--- src/rtl/ysyx_25030085_lsu.sv ---
// ysyx_25030085_lsu: multi-cycle load/store unit, one word-aligned memory access per request
//   clk_i/rst_ni        : clock, asynchronous active-low reset
//   req_*_i, req_ready_o: request from execute (wen, funct3, byte addr, store data, rd)
//   mem_req_*           : word-aligned memory request with byte-lane mask and lane-aligned data
//   mem_resp_*          : memory response (load word or store ack)
//   done_o              : one-cycle completion pulse; done_rd_o/load_data_o/err_o hold until next completion
module ysyx_25030085_lsu #(
    parameter logic [7:0] TIMEOUT = 8'd255
) (
    input  logic        clk_i,
    input  logic        rst_ni,
    input  logic        req_valid_i,
    output logic        req_ready_o,
    input  logic        req_wen_i,
    input  logic [2:0]  req_funct3_i,
    input  logic [31:0] req_addr_i,
    input  logic [31:0] req_wdata_i,
    input  logic [4:0]  req_rd_i,
    output logic        mem_req_valid_o,
    input  logic        mem_req_ready_i,
    output logic [31:0] mem_addr_o,
    output logic        mem_wen_o,
    output logic [3:0]  mem_wmask_o,
    output logic [31:0] mem_wdata_o,
    input  logic        mem_resp_valid_i,
    input  logic [31:0] mem_rdata_i,
    output logic        mem_resp_ready_o,
    output logic        done_o,
    output logic [4:0]  done_rd_o,
    output logic [31:0] load_data_o,
    output logic        err_o
);
    typedef enum logic [1:0] {S_IDLE, S_REQ, S_WAIT, S_DONE} state_t;
    state_t      state_q, state_d;
    logic        wen_q;
    logic [2:0]  f3_q;
    logic [31:0] addr_q, wdata_q;
    logic [4:0]  rd_q;
    logic [7:0]  cnt_q, cnt_d;
    logic [31:0] load_data_q, load_data_d;
    logic [4:0]  done_rd_q, done_rd_d;
    logic        err_q, err_d;
    logic        accept, legal, misaligned, req_err, wd_hit;
    logic [7:0]  byte_v;
    logic [15:0] half_v;
    logic [31:0] ext;

    // req_ready stays low while reset is held so nothing is accepted during reset
    assign req_ready_o = (state_q == S_IDLE) && rst_ni;
    assign accept      = req_valid_i && req_ready_o;
    assign legal       = req_wen_i ? (req_funct3_i inside {3'b000, 3'b001, 3'b010})
                                   : (req_funct3_i inside {3'b000, 3'b001, 3'b010, 3'b100, 3'b101});
    assign misaligned  = (req_funct3_i[1:0] == 2'b01 && req_addr_i[0]) ||
                         (req_funct3_i == 3'b010 && req_addr_i[1:0] != 2'b00);
    assign req_err     = !legal || misaligned;
    // fires on the cycle whose increment would make the count reach TIMEOUT
    assign wd_hit      = (TIMEOUT != 8'd0) && (cnt_q + 8'd1 == TIMEOUT);

    assign byte_v = mem_rdata_i[{addr_q[1:0], 3'b000} +: 8];
    assign half_v = mem_rdata_i[{addr_q[1], 4'b0000} +: 16];
    assign ext    = f3_q == 3'b000 ? {{24{byte_v[7]}}, byte_v} :
                    f3_q == 3'b001 ? {{16{half_v[15]}}, half_v} :
                    f3_q == 3'b100 ? {24'd0, byte_v} :
                    f3_q == 3'b101 ? {16'd0, half_v} : mem_rdata_i;

    assign mem_req_valid_o  = state_q == S_REQ;
    assign mem_resp_ready_o = state_q == S_WAIT;
    assign done_o           = state_q == S_DONE;
    assign mem_addr_o       = {addr_q[31:2], 2'b00};
    assign mem_wen_o        = wen_q;
    assign mem_wmask_o      = !wen_q ? 4'b0000 :
                              f3_q[1:0] == 2'b00 ? 4'b0001 << addr_q[1:0] :
                              f3_q[1:0] == 2'b01 ? 4'b0011 << {addr_q[1], 1'b0} : 4'b1111;
    assign mem_wdata_o      = f3_q[1:0] == 2'b00 ? {4{wdata_q[7:0]}} :
                              f3_q[1:0] == 2'b01 ? {2{wdata_q[15:0]}} : wdata_q;
    assign done_rd_o        = done_rd_q;
    assign load_data_o      = load_data_q;
    assign err_o            = err_q;

    always_comb begin
        state_d     = state_q;
        cnt_d       = cnt_q;
        load_data_d = load_data_q;
        done_rd_d   = done_rd_q;
        err_d       = err_q;
        case (state_q)
            S_IDLE: if (accept) begin
                cnt_d   = 8'd0;
                state_d = req_err ? S_DONE : S_REQ;
                if (req_err) begin
                    err_d       = 1'b1;
                    load_data_d = 32'd0;
                    done_rd_d   = req_wen_i ? 5'd0 : req_rd_i;
                end
            end
            // a timeout in REQ wins over a same-cycle handshake; any later response is dropped in IDLE
            S_REQ: begin
                cnt_d = cnt_q + 8'd1;
                if (wd_hit) begin
                    state_d     = S_DONE;
                    err_d       = 1'b1;
                    load_data_d = 32'd0;
                    done_rd_d   = wen_q ? 5'd0 : rd_q;
                end else if (mem_req_ready_i) begin
                    state_d = S_WAIT;
                end
            end
            S_WAIT: begin
                cnt_d = cnt_q + 8'd1;
                if (mem_resp_valid_i) begin
                    state_d     = S_DONE;
                    err_d       = 1'b0;
                    load_data_d = wen_q ? 32'd0 : ext;
                    done_rd_d   = wen_q ? 5'd0 : rd_q;
                end else if (wd_hit) begin
                    state_d     = S_DONE;
                    err_d       = 1'b1;
                    load_data_d = 32'd0;
                    done_rd_d   = wen_q ? 5'd0 : rd_q;
                end
            end
            S_DONE:  state_d = S_IDLE;
            default: state_d = S_IDLE;
        endcase
    end

    always_ff @(posedge clk_i or negedge rst_ni) begin
        if (!rst_ni) begin
            state_q     <= S_IDLE;
            cnt_q       <= 8'd0;
            wen_q       <= 1'b0;
            f3_q        <= 3'd0;
            addr_q      <= 32'd0;
            wdata_q     <= 32'd0;
            rd_q        <= 5'd0;
            load_data_q <= 32'd0;
            done_rd_q   <= 5'd0;
            err_q       <= 1'b0;
        end else begin
            state_q     <= state_d;
            cnt_q       <= cnt_d;
            load_data_q <= load_data_d;
            done_rd_q   <= done_rd_d;
            err_q       <= err_d;
            if (accept) begin
                wen_q   <= req_wen_i;
                f3_q    <= req_funct3_i;
                addr_q  <= req_addr_i;
                wdata_q <= req_wdata_i;
                rd_q    <= req_rd_i;
            end
        end
    end
endmodule

--- config.mk ---
export PLATFORM = sky130hd
export DESIGN_NAME = ysyx_25030085_lsu
export DESIGN_NICKNAME = d
export VERILOG_FILES = /design/src/rtl/ysyx_25030085_lsu.sv
export SDC_FILE = /design/constraint.sdc
export NUM_CORES = 1
export LEC_CHECK = 0
export CORE_ASPECT_RATIO = 1.5
export CORE_UTILIZATION = 50
export DETAILED_ROUTE_END_ITERATION = 8
export GPL_ROUTABILITY_DRIVEN = 0
export PLACE_DENSITY = 0.84
export SKIP_LAST_GASP = 1
export SLEW_MARGIN = 20
export SYNTH_ARGS = -nofsm -noshare
export SYNTH_HDL_FRONTEND = slang
export SYNTH_SLANG_ARGS = --single-unit
--- constraint.sdc ---
create_clock -name clk_i -period 4.55 [get_ports clk_i]
set_clock_uncertainty 0.2 [all_clocks]
set_input_delay 0.6825 -clock clk_i [delete_from_list [all_inputs] [get_ports clk_i]]
set_output_delay 0.6825 -clock clk_i [all_outputs]
set_load 0.02 [all_outputs]
* Word-level counts from Yosys, hierarchy flattened
Index checks and enable logic that the tools add are counted.
** Word-level totals
- Register bits after elaboration :: 121
- Bits in latches :: 0
- Memory bits (writable) :: 0
- ROM bits :: 0
- Input port bits :: 110
- Output and inout bits :: 111
- Memories kept :: 0
** Operators by class
- Add/sub/neg operators :: 1
- $mul :: 0
- Divide/modulo/power cells :: 0
- Order comparisons :: 0
- Eq/ne operators :: 17
- Shift operators :: 4
- Muxes and demuxes :: 37
- Bitwise logic cells :: 0
- Reductions and logical operators :: 20
** Operators by type and width (number)
- two-way mux 32 bit :: 11
- one-hot mux 32 bit (3 select lines) :: 1
- variable part select 32 x 6 -> 16 bit :: 1
- variable part select 32 x 6 -> 8 bit :: 1
- two-way mux 5 bit :: 6
- one-hot mux 8 bit (2 select lines) :: 1
- one-hot mux 5 bit (3 select lines) :: 1
- equality test 3 bit (second input constant) :: 4
- two-way mux 2 bit :: 6
- two-way mux 4 bit :: 3
- adder 8 x 1 -> 8 bit (second input constant) :: 1
- equality test 8 bit (second input constant) :: 1
- two-way mux 8 bit :: 1
- one-hot mux 2 bit (4 select lines) :: 1
- equality test 2 x 1 -> 1 bit (second input constant) :: 3
- equality test 3 x 1 -> 1 bit (second input constant) :: 2
- logical NOT 3 bit :: 2
- AND reduction 3 bit :: 2
- nonzero test 3 bit :: 2
- two-way mux 1 bit :: 5
- nonzero test 5 bit :: 1
- equality test 2 bit (second input constant) :: 2
- logical AND 1 bit :: 4
- logical NOT 2 bit :: 2
- 12 further kinds :: 15

* Longest topological paths before layout
- Depth in word-level cells :: 8
- Mapped depth :: 9
- Gate-level depth less buffers :: 8

* Worst setup path before layout
OpenSTA, ideal clock, no wires.
- Kind :: flip-flop to output port
- From :: register f3_q[0]
- To :: output port mem_wmask_o[3]
- Data arrival time :: 1.752 ns
- Data required time :: 3.668 ns
- Path slack :: 1.916 ns
- Stages on the path, launching flop included :: 5
- Buffers on the path :: 2
- Cells stage by stage :: dfrtp_1 > clkbuf_1 > buf_1 > o21ai_0 > a21boi_0
** On the way
- Word-level cells in the longest chain between the ends :: 4
- Elaborated cells between the ends (all ways) :: 5
- Classes of those cells :: eq/ne: 1; mux: 3; reduce/logical: 1
** RTL lines
- from (decl) :: line 36 : logic [2:0] f3_q;
- from (signal assigned) :: line 147 : f3_q <= req_funct3_i;
- equality test 2 x 1 -> 1 bit :: line 73 : f3_q[1:0] == 2'b01 ? 4'b0011 << {addr_q[1], 1'b0} : 4'b1111;
- two-way mux 4 bit :: line 73
- two-way mux 4 bit * :: line 72 : f3_q[1:0] == 2'b00 ? 4'b0001 << addr_q[1:0] :
- two-way mux 4 bit * :: line 71 : assign mem_wmask_o = !wen_q ? 4'b0000 :
- to (decl) :: line 23 : output logic [3:0] mem_wmask_o,
Every way passes the cells marked *; elsewhere a longest branch is shown, timed or not.

* Worst setup path after layout
- From :: register f3_q[0]
- To :: output port mem_wmask_o[2]
Same word-level chain as after synthesis.

==> reports/qor.txt <==
pwr dens - 818.0 mW/mm2
hold path cells - 2
CTS sink cnt - 121
fin util - 0.7196
delay-heaviest family, CP - flip-flops
Final period util - 0.8157
reg-to-reg slack, setup - 1.53 ns
Die Ht - 140.8 um
Reg power frac - 0.278
IO Count - 221
area share of fa/ha/maj cells after synthesis - 0.01365
XOR/XNOR share of the synthesized area - 0.001365
CP Cell Sequence - inv_1 > nand2_1 > a21oi_1 > nor2b_1 > clkdlybuf4s50_1
PnR worst setup slack - 0.8383 ns
router iterations before antenna repair - 6
# diodes - 0
vias per inst - 5.519
Crit-path slowest cell - dfrtp_1
Clk pin slew, worst setup/hold paths - 0.05 ns
max-slew violations - 0
Post-DP HPWL - 12760 um
DRT antenna net count - 0
crit-path max cell delay - 0.90 ns
Buf+Inv Stages, Crit Path - 2
Worst EP arrival - 2.83 ns
Vias - 5961
drt drc - 0
Comb power frac - 0.541
nature of the critical path endpoint - output pin
post-synthesis compound-gate area fraction - 0.1667
Worst Hold Class - reg2reg
reg-to-reg startpoint - cnt_q[0]$_DFFE_PN0P_
clk buf depth - 2
Peak Freq - 269.4 MHz
total grt overflow - 0
final wirelength - 18300 um
drt first-iter violations - 408
Core Area - 0.01251 mm2
global-route wire length before repair - 29080 um
num rows - 50
die area - 0.01330 mm2
status - completed
clock power share - 0.181
Area Growth Syn to Fin - 40.30%
Peak VDD IR - 0.4979 mV
hold slack - 0.2714 ns
hold path start - addr_q[13]$_DFFE_PN0P_
Worst EP required - 3.67 ns
Hold EP - addr_q[13]$_DFFE_PN0P_
DIE WIDTH - 94.50 um
# setup viols final - 0
Pleak - 4.173 nW
combinational family with the most area after synthesis - simple AND/OR/NAND/NOR gates
Clock Root Buffer - clkbuf_16
Max Cap Viol - 0
Avg Cell Area, Syn - 8.579 um2
simple logic cell fraction of the synthesized area - 0.2162
CTS tree - built
Rel. slew slack - 0.2935
largest net degree at the start of global routing - 77
post-synthesis mux area share - 0.05050
Yosys warning count - 0
# Post-CTS Setup Buffers - 0
Cell Area, Synth - 0.006417 mm2
vias in the first global route - 5828
initial core utilization - 0.5129
TritonCTS buffer count - 17
CTS H-tree depth - 4
measured slew at the worst slew-check pin - 1.056 ns
Yosys top cell by area - dfrtp_1
switching pwr - 3.118 mW
gr usage total - 0.2832
RSZ-0062 raised after global routing - no
worst slack at placement - 1.244 ns
Tmin final - 3.712 ns
sw frac - 0.4234
initial antenna violation count - 0
dpl cells - 1049
Final nets - 1030
Non-Filler Instances - 1080
main area contributors after synthesis - dfrtp_1 (47%), nand2_1 (15%), buf_4 (4.8%)
Startpoint Class - flip-flop
RR Endpoint - load_data_o[10]$_DFFE_PN0P_
sequential element share of the synthesized area - 0.4718
hold-fix buffers at CTS - 1
Yosys top cell area share - 0.4718
crit path max fanout - 24
IO Port Bufs - 218
Worst-Skew Late Latency - 0.40 ns
Resize count post-CTS - 0
Syn Inst Count - 748
worst r2r path cells - 8
ratio of cells with drive above 1 in the final layout - 0.07251
final hold viol count - 0
synthesized flop and latch total - 121
Fin Setup TNS - 0 ns
library cells used by synthesis - 43
critical path class - reg2out
internal power - 4.247 mW
post-DR wirelength/cell - 16.95 um
-- tightest hold or removal path, stage by stage, from the launching register on --
cell and delay [ns]:
dfrtp_1 0.34, nand2_1 0.05, nand2_1 0.05
-- layout by cell type, fill, tap and decap left out, types with 10 or more instances in the layout --
cell type,instances
clkbuf_16,17
mux2_2,17
a21oi_1,17
o22ai_1,14
inv_1,11
a22o_1,30
nand2_1,258
nor2_1,31
clkdlybuf4s50_1,217
mux2i_1,11
a21o_1,11
dfrtp_1,121
o21ai_0,61
buf_4,10
-- registers in the layout (all words and copies together) (netlist names) --
register and flops:
addr_q 32, cnt_q 8, done_rd_o 5, err_o 1, f3_q 3, load_data_o 32
mem_wen_o 1, rd_q 5, state_q 2, wdata_q 32
-- power groups by stage --
stage	registers [mW]	clock network (mW)	logic, mW
floorplan	2.08	0	2.48
global placement	2.05	0	3.90
detailed placement	2.05	0	3.98
CTS	2.05	1.35	4.00
global route	2.12	1.40	4.31
finish	2.05	1.33	3.99
-- synthesized netlist by cell type --
library cell and instances:
nand2_1 259, dfrtp_1 121, o21ai_0 61, buf_4 41
clkbuf_1 38, nor2_1 31, a22o_1 30, a21oi_1 17
mux2_2 17, o22ai_1 14, a21o_1 11, inv_1 11
mux2i_1 11, nor3_1 9, a31oi_1 8, and3_1 8
nand2b_1 8, ha_1 7, a221o_1 6, nor2b_1 6
and2_1 3, buf_1 3, nand3_1 3, o31ai_1 3
nand4_1 2, o211ai_1 2, or4_1 2, a2111oi_4 1
a211oi_1 1, a21boi_0 1, a21boi_4 1, a41oi_1 1
buf_2 1, conb_1 1, mux4_2 1, nand3_2 1
nand4b_4 1, nor3_2 1, o21a_1 1, o221ai_1 1
o31ai_2 1, or3_4 1, xnor2_1 1
-- through the flow --
step	power, mW	instance area [um2]
after CTS	7.399	9004
after global routing	7.825	9004
final	7.365	9004
after floorplan	4.568	6421
after global placement	5.948	8414
after detailed placement	6.030	8414
-- kinds of logic after synthesis --
family,count (synthesis)
mux,29
simple gates,335
flops,121
buf+inv,94
xor+xnor,1
fa+ha+maj,7
other cells,1
compound gates,160
-- worst max-delay path by stage --
stage,startpoint,to,depth (start not counted)
3_5_place_dp,req_funct3_i[0],load_data_o[9]$_DFFE_PN0P_,8
6_report,f3_q[0]$_DFFE_PN0P_,mem_wmask_o[2],5
4_1_cts,f3_q[0]$_DFFE_PN0P_,mem_wmask_o[2],5
5_1_grt,f3_q[0]$_DFFE_PN0P_,mem_wmask_o[2],5
3_3_place_gp,req_funct3_i[0],load_data_o[8]$_DFFE_PN0P_,8
2_1_floorplan,f3_q[0]$_DFFE_PN0P_,mem_wmask_o[3],4
-- layer usage --
metal	part of all wire	up-vias	track usage	routed length, um
met5	0	-	0	0
met4	0.042	0	0.1491	774
met3	0.084	57	0.07713	1544
met2	0.50	299	0.4725	9221
met1	0.37	2793	0.3275	6764
li1	-	2812	-	-
-- cell type report --
class / instances / area (um2)
Fill cell: 957 / 3508
Sequential cell: 121 / 3028
Multi-Input combinational cell: 534 / 2903
Timing Repair Buffer: 228 / 2257
Clock buffer: 22 / 484.2
Tap cell: 156 / 195.2
Clock inverter: 8 / 95.09
Inverter: 11 / 41.29
Note: power is estimated with default switching activity, not from simulation.
